--- config.mk ---
export PLATFORM = sky130hd
export DESIGN_NAME = input_debouncer
export DESIGN_NICKNAME = d
export VERILOG_FILES = /design/src/rtl/input_debouncer_pkg.sv /design/src/rtl/input_debouncer_sync_2ff.sv /design/src/rtl/input_debouncer.sv
export SDC_FILE = /design/constraint.sdc
export NUM_CORES = 1
export LEC_CHECK = 0
export CAP_MARGIN = 20
export CORE_MARGIN = 8
export CORE_UTILIZATION = 45
export CTS_CLUSTER_SIZE = 14
export DETAILED_ROUTE_END_ITERATION = 10
export PLACE_DENSITY = 0.67
export SKIP_LAST_GASP = 1
export SYNTH_ARGS = -nofsm -noshare
export SYNTH_HDL_FRONTEND = slang
export SYNTH_HIERARCHICAL = 1
export SYNTH_SLANG_ARGS = --single-unit
--- constraint.sdc ---
create_clock -name clk -period 3.75 [get_ports clk]
set_clock_uncertainty 0.05 [all_clocks]
set_input_delay 0.9375 -clock clk [delete_from_list [all_inputs] [get_ports clk]]
set_output_delay 0.9375 -clock clk [all_outputs]
set_load 0.02 [all_outputs]
--- src/rtl/input_debouncer_pkg.sv ---
// Shared types and constants for the input debouncer and its synchronizer.
package input_debouncer_pkg;

    typedef enum logic [1:0] {
        STABLE_LO = 2'd0,
        WAIT_HI   = 2'd1,
        STABLE_HI = 2'd2,
        WAIT_LO   = 2'd3
    } state_t;

    localparam int DEFAULT_STABLE_CYCLES = 4;
    localparam int DEFAULT_CNT_W         = 8;
    localparam logic [7:0] GLITCH_MAX    = 8'd255;

endpackage

--- src/rtl/input_debouncer_sync_2ff.sv ---
// Two-flop synchronizer for a single asynchronous input; reusable for other async pins.
module sync_2ff (
    input  logic clk,
    input  logic rst,
    input  logic d,
    output logic q
);

    logic s1;

    always_ff @(posedge clk) begin
        if (rst) begin
            s1 <= 1'b0;
            q  <= 1'b0;
        end else begin
            s1 <= d;
            q  <= s1;
        end
    end

endmodule

--- src/rtl/input_debouncer.sv ---
// Debounces a raw button/switch input into a clean level (drives hello.A) plus edge pulses.
// Optional rejected-glitch counter is enabled by defining INPUT_DEBOUNCER_GLITCH_CNT_EN.
module input_debouncer
    import input_debouncer_pkg::*;
#(
    parameter int STABLE_CYCLES = DEFAULT_STABLE_CYCLES,
    parameter int CNT_W         = DEFAULT_CNT_W
) (
    input  logic       clk,
    input  logic       rst,
    input  logic       raw_in,
    output logic       level_out,
    output logic       rise_pulse,
    output logic       fall_pulse,
    output logic       busy,
`ifdef INPUT_DEBOUNCER_GLITCH_CNT_EN
    output logic [7:0] glitch_cnt,
`endif
    output state_t     state
);

    localparam logic [CNT_W-1:0] CNT_LAST = CNT_W'(STABLE_CYCLES - 1);
    localparam logic [CNT_W-1:0] CNT_ONE  = CNT_W'(1);

    logic             s2;
    logic [CNT_W-1:0] cnt;

    sync_2ff u_sync (
        .clk (clk),
        .rst (rst),
        .d   (raw_in),
        .q   (s2)
    );

    // cnt holds how many consecutive s2 samples have disagreed with level_out;
    // any agreeing sample throws the whole count away.
    always_ff @(posedge clk) begin
        if (rst) begin
            state      <= STABLE_LO;
            cnt        <= '0;
            level_out  <= 1'b0;
            rise_pulse <= 1'b0;
            fall_pulse <= 1'b0;
            busy       <= 1'b0;
        end else begin
            rise_pulse <= 1'b0;
            fall_pulse <= 1'b0;
            case (state)
                STABLE_LO: begin
                    if (s2) begin
                        state <= WAIT_HI;
                        cnt   <= CNT_ONE;
                        busy  <= 1'b1;
                    end
                end
                WAIT_HI: begin
                    if (!s2) begin
                        state <= STABLE_LO;
                        cnt   <= '0;
                        busy  <= 1'b0;
                    end else if (cnt == CNT_LAST) begin
                        state      <= STABLE_HI;
                        level_out  <= 1'b1;
                        rise_pulse <= 1'b1;
                        busy       <= 1'b0;
                        cnt        <= '0;
                    end else begin
                        cnt <= cnt + CNT_ONE;
                    end
                end
                STABLE_HI: begin
                    if (!s2) begin
                        state <= WAIT_LO;
                        cnt   <= CNT_ONE;
                        busy  <= 1'b1;
                    end
                end
                WAIT_LO: begin
                    if (s2) begin
                        state <= STABLE_HI;
                        cnt   <= '0;
                        busy  <= 1'b0;
                    end else if (cnt == CNT_LAST) begin
                        state      <= STABLE_LO;
                        level_out  <= 1'b0;
                        fall_pulse <= 1'b1;
                        busy       <= 1'b0;
                        cnt        <= '0;
                    end else begin
                        cnt <= cnt + CNT_ONE;
                    end
                end
                default: begin
                    state <= STABLE_LO;
                    cnt   <= '0;
                    busy  <= 1'b0;
                end
            endcase
        end
    end

`ifdef INPUT_DEBOUNCER_GLITCH_CNT_EN
    logic reject;

    assign reject = ((state == WAIT_HI) && !s2) || ((state == WAIT_LO) && s2);

    always_ff @(posedge clk) begin
        if (rst) begin
            glitch_cnt <= 8'd0;
        end else if (reject && (glitch_cnt != GLITCH_MAX)) begin
            glitch_cnt <= glitch_cnt + 8'd1;
        end
    end
`endif

endmodule

==> flow_metrics.env <==
export IMPL_clockBufferDepth=2
export IMPL_ir_drop_mv=0.206
export IMPL_io_pins=9
export IMPL_grt_usage_pct=8.68
export IMPL_port_buffers=8
export IMPL_ys_ff_latch=16
export IMPL_grt_pass1_wl_mm=2.26
export IMPL_hold_ws_ns=0.395
export IMPL_ys_seq_area_share_pct=44.4
export IMPL_r2r_slack_ns=1.98
export IMPL_place_area_um2=798
export IMPL_hold_path_cell_count=1
export IMPL_synth_area_per_cell_um2=9.89
export IMPL_routed_wirelength_mm=1.30
export IMPL_instances_no_fill=99
export IMPL_num_antenna_cells=0
export IMPL_cts_buffers_inserted=3
export IMPL_coreArea_um2=1510
export IMPL_die_w_um=56.1
export IMPL_ys_types=32
export IMPL_p_per_area_nw_per_um2=373
export IMPL_setup_tns_ns=0
export IMPL_critPathMaxStageDelay_ns=0.67
export IMPL_min_path_type="flop to flop"
export IMPL_post_cts_resized=0
export IMPL_tightestPinTransition_ns=0.485
export IMPL_timing_fmax_mhz=413
export IMPL_power_leakage_uw=0.000307
export IMPL_dpl_hpwl_um=917
export IMPL_dieHeight_um=56.1
export IMPL_dp_cells=95
export IMPL_syn_inst=73
export IMPL_grt_pass1_vias=496
export IMPL_yosys_warnings=6
export IMPL_routedWlPerCell_um=13.1
export IMPL_cap_violations=0
export IMPL_cpLargestDelayFamily="buffers and inverters"
export IMPL_drc=0
export IMPL_area_delta_synth_final_pct=15.6
export IMPL_period_minus_slack_ns=2.42
export IMPL_relSlewSlack_pct=67.2
export IMPL_synth_nets=77
export IMPL_crit_fanout=9
export IMPL_initial_utilization_pct=47.9
export IMPL_arrival_ns=1.43
export IMPL_synthesis_area_um2=722
export IMPL_antenna_found_initial=0
export IMPL_stdcell_area_um2=835
export IMPL_fill_cells=149
export IMPL_whs_endpoint="u_sync/q"
export IMPL_hold_violations=0
export IMPL_dieArea_um2=3140
export IMPL_final_core_util_pct=55.4
export IMPL_cp_slowest_cell="clkdlybuf4s50_1"
export IMPL_rsz0062_at_grt="false"
export IMPL_final_max_slew_viol_count=0
export IMPL_holdBufCountCts=0
export IMPL_cts_tree="built"
export IMPL_hp_start="u_sync/s1"
export IMPL_critPathLaunchType="flop"
export IMPL_htreeDepth=1
export IMPL_dr_pass1_iters=4
export IMPL_worst_ep_required_time_ns=2.76
export IMPL_rows=14
export IMPL_viasPerCell=5.83
export IMPL_crit_chain="clkdlybuf4s50_1"
export IMPL_final_layout_size_suffix_gt1_share_pct=13.3
export IMPL_gp_congestion=0.772
export IMPL_drt_iter0_drc=27
export IMPL_grt_max_degree=14
export IMPL_clk_pin_slew_ns=0.09
export IMPL_vias=577
export IMPL_nets=88
export IMPL_post_cts_buffers=0
export IMPL_crit_type="flop to primary output"
export IMPL_grt_overflow_total=0
export IMPL_cp_num_buf_inv=1
export IMPL_ant_nets=0
export IMPL_clock_latency_ns=0.29
export IMPL_worst_r2r_cell_count=5
export IMPL_clock_root_buffer="clkbuf_4"
export IMPL_r2r_end="cnt[5]"
export IMPL_min_period_over_period_pct=64.6
export IMPL_r2r_start="cnt[0]"
export IMPL_cp_end_kind="primary output"
export IMPL_cts_sinks=16
export IMPL_setup_viol=0
export IMPL_outcome="completed"
[routing by layer]
metal	routed length [um]	vias up	global-route usage, %
met5	0	-	0
met4	25	0	6.19
met3	51	4	2.74
met2	522	8	10.9
met1	695	273	11.7
li1	-	292	-
[area by class of cell]
cell class | count | area [um2] | share of cell area (%)
multi-input combinational | 54 | 374 | 44.8
sequential | 16 | 320 | 38.4
timing repair buffer | 8 | 80.1 | 9.60
clock buffer | 4 | 36.3 | 4.35
tap | 16 | 20.0 | 2.40
inverter | 1 | 3.75 | 0.450
[worst max path at each step]
| stage | from | end | depth (start not counted) |
|---|---|---|---|
| global placement | rst | cnt[7] | 3 |
| global route | state[0] | state[0] | 1 |
| floorplan | rst | cnt[2] | 3 |
| detailed placement | rst | cnt[5] | 4 |
| CTS | state[0] | state[0] | 1 |
| finish | state[0] | state[0] | 1 |
[cell usage after synthesis (all sizes together)]
cell type	n	area, um2
a211oi	1	7.51
a21oi	2	10.0
a31oi	8	50.1
a41oi	1	16.3
and2b	1	8.76
and3	2	12.5
and3b	2	18.8
and4	2	18.8
buf	1	11.3
dfxtp	16	320
dlymetal6s2s	1	12.5
ha	1	12.5
inv	1	3.75
mux2i	2	20.0
nand2	6	25.0
nand3	3	15.0
nand3b	3	22.5
nor2	3	11.3
nor2b	2	12.5
nor3	2	10.0
nor3b	2	15.0
nor4	1	6.26
nor4b	2	17.5
o21ai	3	15.0
o21bai	1	7.51
or3	1	7.51
xnor2	1	8.76
xor2	2	25.0
[logic make-up (layout without fill, tap and decap cells)]
family	Yosys count	count (layout)	share of synthesized area, %
AOI/OAI and AO/OA	16	16	14.7
xor gates and xnor gates	3	3	4.68
adders and majority gates	1	1	1.73
buffers and inverters	3	13	3.81
DFF	16	16	44.4
muxes	2	2	2.77
and+or+nand+nor	32	32	27.9
[power by group]
part	internal, uW	total (uW)	switching (uW)
logic	9.60	19.0	9.42
registers	173	177	3.22
clock network	59.1	115	56.2
total	242	311	68.8
[placed cells by master, fill, tap and decap left out, drive strengths merged, types with 2 or more instances in the layout]
cell type and count:
nor2 3, clkdlybuf4s50 8, nor3 2, a21oi 2
and4 2, and3 2, nor3b 2, clkbuf 4
o21ai 3, mux2i 2, and3b 2, nand3b 3
a31oi 8, nand3 3, nor2b 2, nand2 6
nor4b 2, dfxtp 16, xor2 2
[stage by stage]
stage          setup WS, ns  total power (uW)
3_5_place_dp           1.26               200
2_1_floorplan          1.84               192
4_1_cts                1.33               314
5_1_grt                1.27               323
6_report               1.33               311
3_3_place_gp           1.32               199
[registers in the layout (all words and copies together), names as in the netlist, named ones only]
signal and cells:
cnt 8, busy 1, fall_pulse 1, level_out 1, rise_pulse 1, state 1
u_sync/q 1, u_sync/s1 1
No activity file was read; power rests on OpenSTA's default activity.
==> variant: new RTL, config.mk and constraints unchanged <==
Add a define of `INPUT_DEBOUNCER_GLITCH_CNT_EN`.
--- a/src/rtl/input_debouncer.sv
+++ b/src/rtl/input_debouncer.sv
@@ -1,5 +1,7 @@
 // Debounces a raw button/switch input into a clean level (drives hello.A) plus edge pulses.
 // Optional rejected-glitch counter is enabled by defining INPUT_DEBOUNCER_GLITCH_CNT_EN.
+`define INPUT_DEBOUNCER_GLITCH_CNT_EN
+
 module input_debouncer
     import input_debouncer_pkg::*;
 #(
Behaviour (old outputs only; new: glitch_cnt): unchanged (Yosys induction, for registers that start in step).
==> variant against the unedited design <==
- sequential cell count increased by 8
- worst setup slack got worse by 0.20 ns
- power increased by 51%
- synthesized area increased by 53%
- sequential power increased by 49%
- first-iteration DRC count increased by 37%
- wire length increased by 74%
- cell area increased by 60%
==> variant: results <==
worst_setup_path:
  critical-path-top-delay-family: "buffers and inverters"
  arrival_ns: 1.63
  cp_max_fo: 14
  cpMaxStageDelayCell: "clkdlybuf4s50_1"
  max_stage_delay_ns: 0.70
  rr_worst_depth: 5
cts:
  h-tree-depth: 1
  cts-root-buf: "clkbuf_4"
  clockBufferDepth: 2
  cts_resized: 0
  numCtsBuffers: 3
  cts_setup_buffers: 0
  cts.clk_slew.worst_paths_ns: 0.13
  clock_latency_ns: 0.30
min_path:
  min_path_type: "flip-flop to flip-flop"
  whs_path_depth: 1
grt:
  grt_pass1_wl_mm: 4.05
  grt_start_max_net_pins: 22
  grt_usage: 0.114
  antenna_found_initial: 0
  grt_pass1_vias: 919
detailed_routing:
  wl_per_cell_um: 13.3
  viasPerCell: 5.66
  dr.pass1.iters: 4
  vias: 962
  drtIter0Drc: 37
synth:
  ys_types: 32
  synth_ff_type: "dfxtp_1"
  synthTopCellsByCount: "dfxtp_1, nor2_1, nand3_1"
  synth_area_per_cell_um2: 8.74
  synth_area_leaders: "dfxtp_1, nand3_1, nor2_1"
  yosysWarnings: 6
  syn_nets: 131
  yosysSeqAreaShare: 0.436
  async_reset_ff_frac: 0
finish:
  regArea_um2: 480
  antenna_cells: 0
  fillers: 238
  layout-drive-gt1-share: 0.0429
  reg_top3: "cnt x8, glitch_cnt x8"
  nNetsFinal: 146
placement:
  io_buffers: 16
  dpl_cell_area_um2: 1280
  place_congestion: 0.794
  post-place-cells: 166
  dpl.hpwl_mm: 1.61
  place_ws_ns: 1.08
status:
  status: "finished clean"
power_and_ir_drop:
  netSwitchingFraction: 0.195
  leakage_nw: 0.492
  peakVddDrop_mv: 0.228
sta:
  worstMarginPinSlew_ns: 0.722
## variant: cell count changes after synthesis, moves of 3 or more
| cell | unedited run | this run |
|---|---|---|
| nor2_1 | 3 | 14 |
| nand3_1 | 3 | 12 |
| dfxtp_1 | 16 | 24 |
| clkbuf_1 | 0 | 4 |
| nand4_1 | 0 | 4 |
| o211ai_1 | 0 | 4 |
| xor2_1 | 1 | 5 |
| buf_2 | 0 | 3 |
| mux2i_1 | 2 | 5 |
| nor3_1 | 2 | 5 |
## variant: path summary, 6_finish.rpt
| check | slack [ns] | end | from |
|---|---|---|---|
| worst max-delay path | 1.13 | state[0] | state[0]$_SDFFE_PP0P_ |
| worst min register to register | 0.41 | u_sync/q$_SDFF_PP0_ | u_sync/s1$_SDFF_PP0_ |
| worst max register to register | 1.50 | cnt[0]$_SDFFE_PP0P_ | cnt[0]$_SDFFE_PP0P_ |
| worst min-delay path | 0.41 | u_sync/q$_SDFF_PP0_ | u_sync/s1$_SDFF_PP0_ |
## variant: power groups by stage
stage	clock (mW)	sequential, mW	combinational (mW)
global route	0.202	0.264	0.0272
floorplan	0	0.270	0.0127
CTS	0.190	0.263	0.0248
global placement	0	0.269	0.0243
finish	0.182	0.263	0.0246
detailed placement	0	0.269	0.0248
## variant: cells by family after synthesis
| group | share of synthesized area |
|---|---|
| adders and majority gates | 0.0227 |
| xor gates and xnor gates | 0.0557 |
| AOI/OAI and AO/OA | 0.124 |
| and+or+nand+nor | 0.278 |
| muxes | 0.0455 |
| buffers and inverters | 0.0375 |
| DFF | 0.436 |
## variant: layout make-up
cell class | count | share of cell area
multi-input cells | 92 | 0.435
flip-flops and latches | 24 | 0.361
well taps | 30 | 0.0282
clock inverters | 1 | 0.0225
repair buffers | 18 | 0.131
clock buffers | 3 | 0.0169
inverters | 2 | 0.00563
## variant: layer usage
| layer | wire [µm] | up-vias | track usage |
|---|---|---|---|
| li1 | - | 491 | - |
| met1 | 1110 | 460 | 0.135 |
| met2 | 1030 | 9 | 0.183 |
| met3 | 99 | 2 | 0.0391 |
| met4 | 15 | 0 | 0.0490 |
| met5 | 0 | - | 0 |
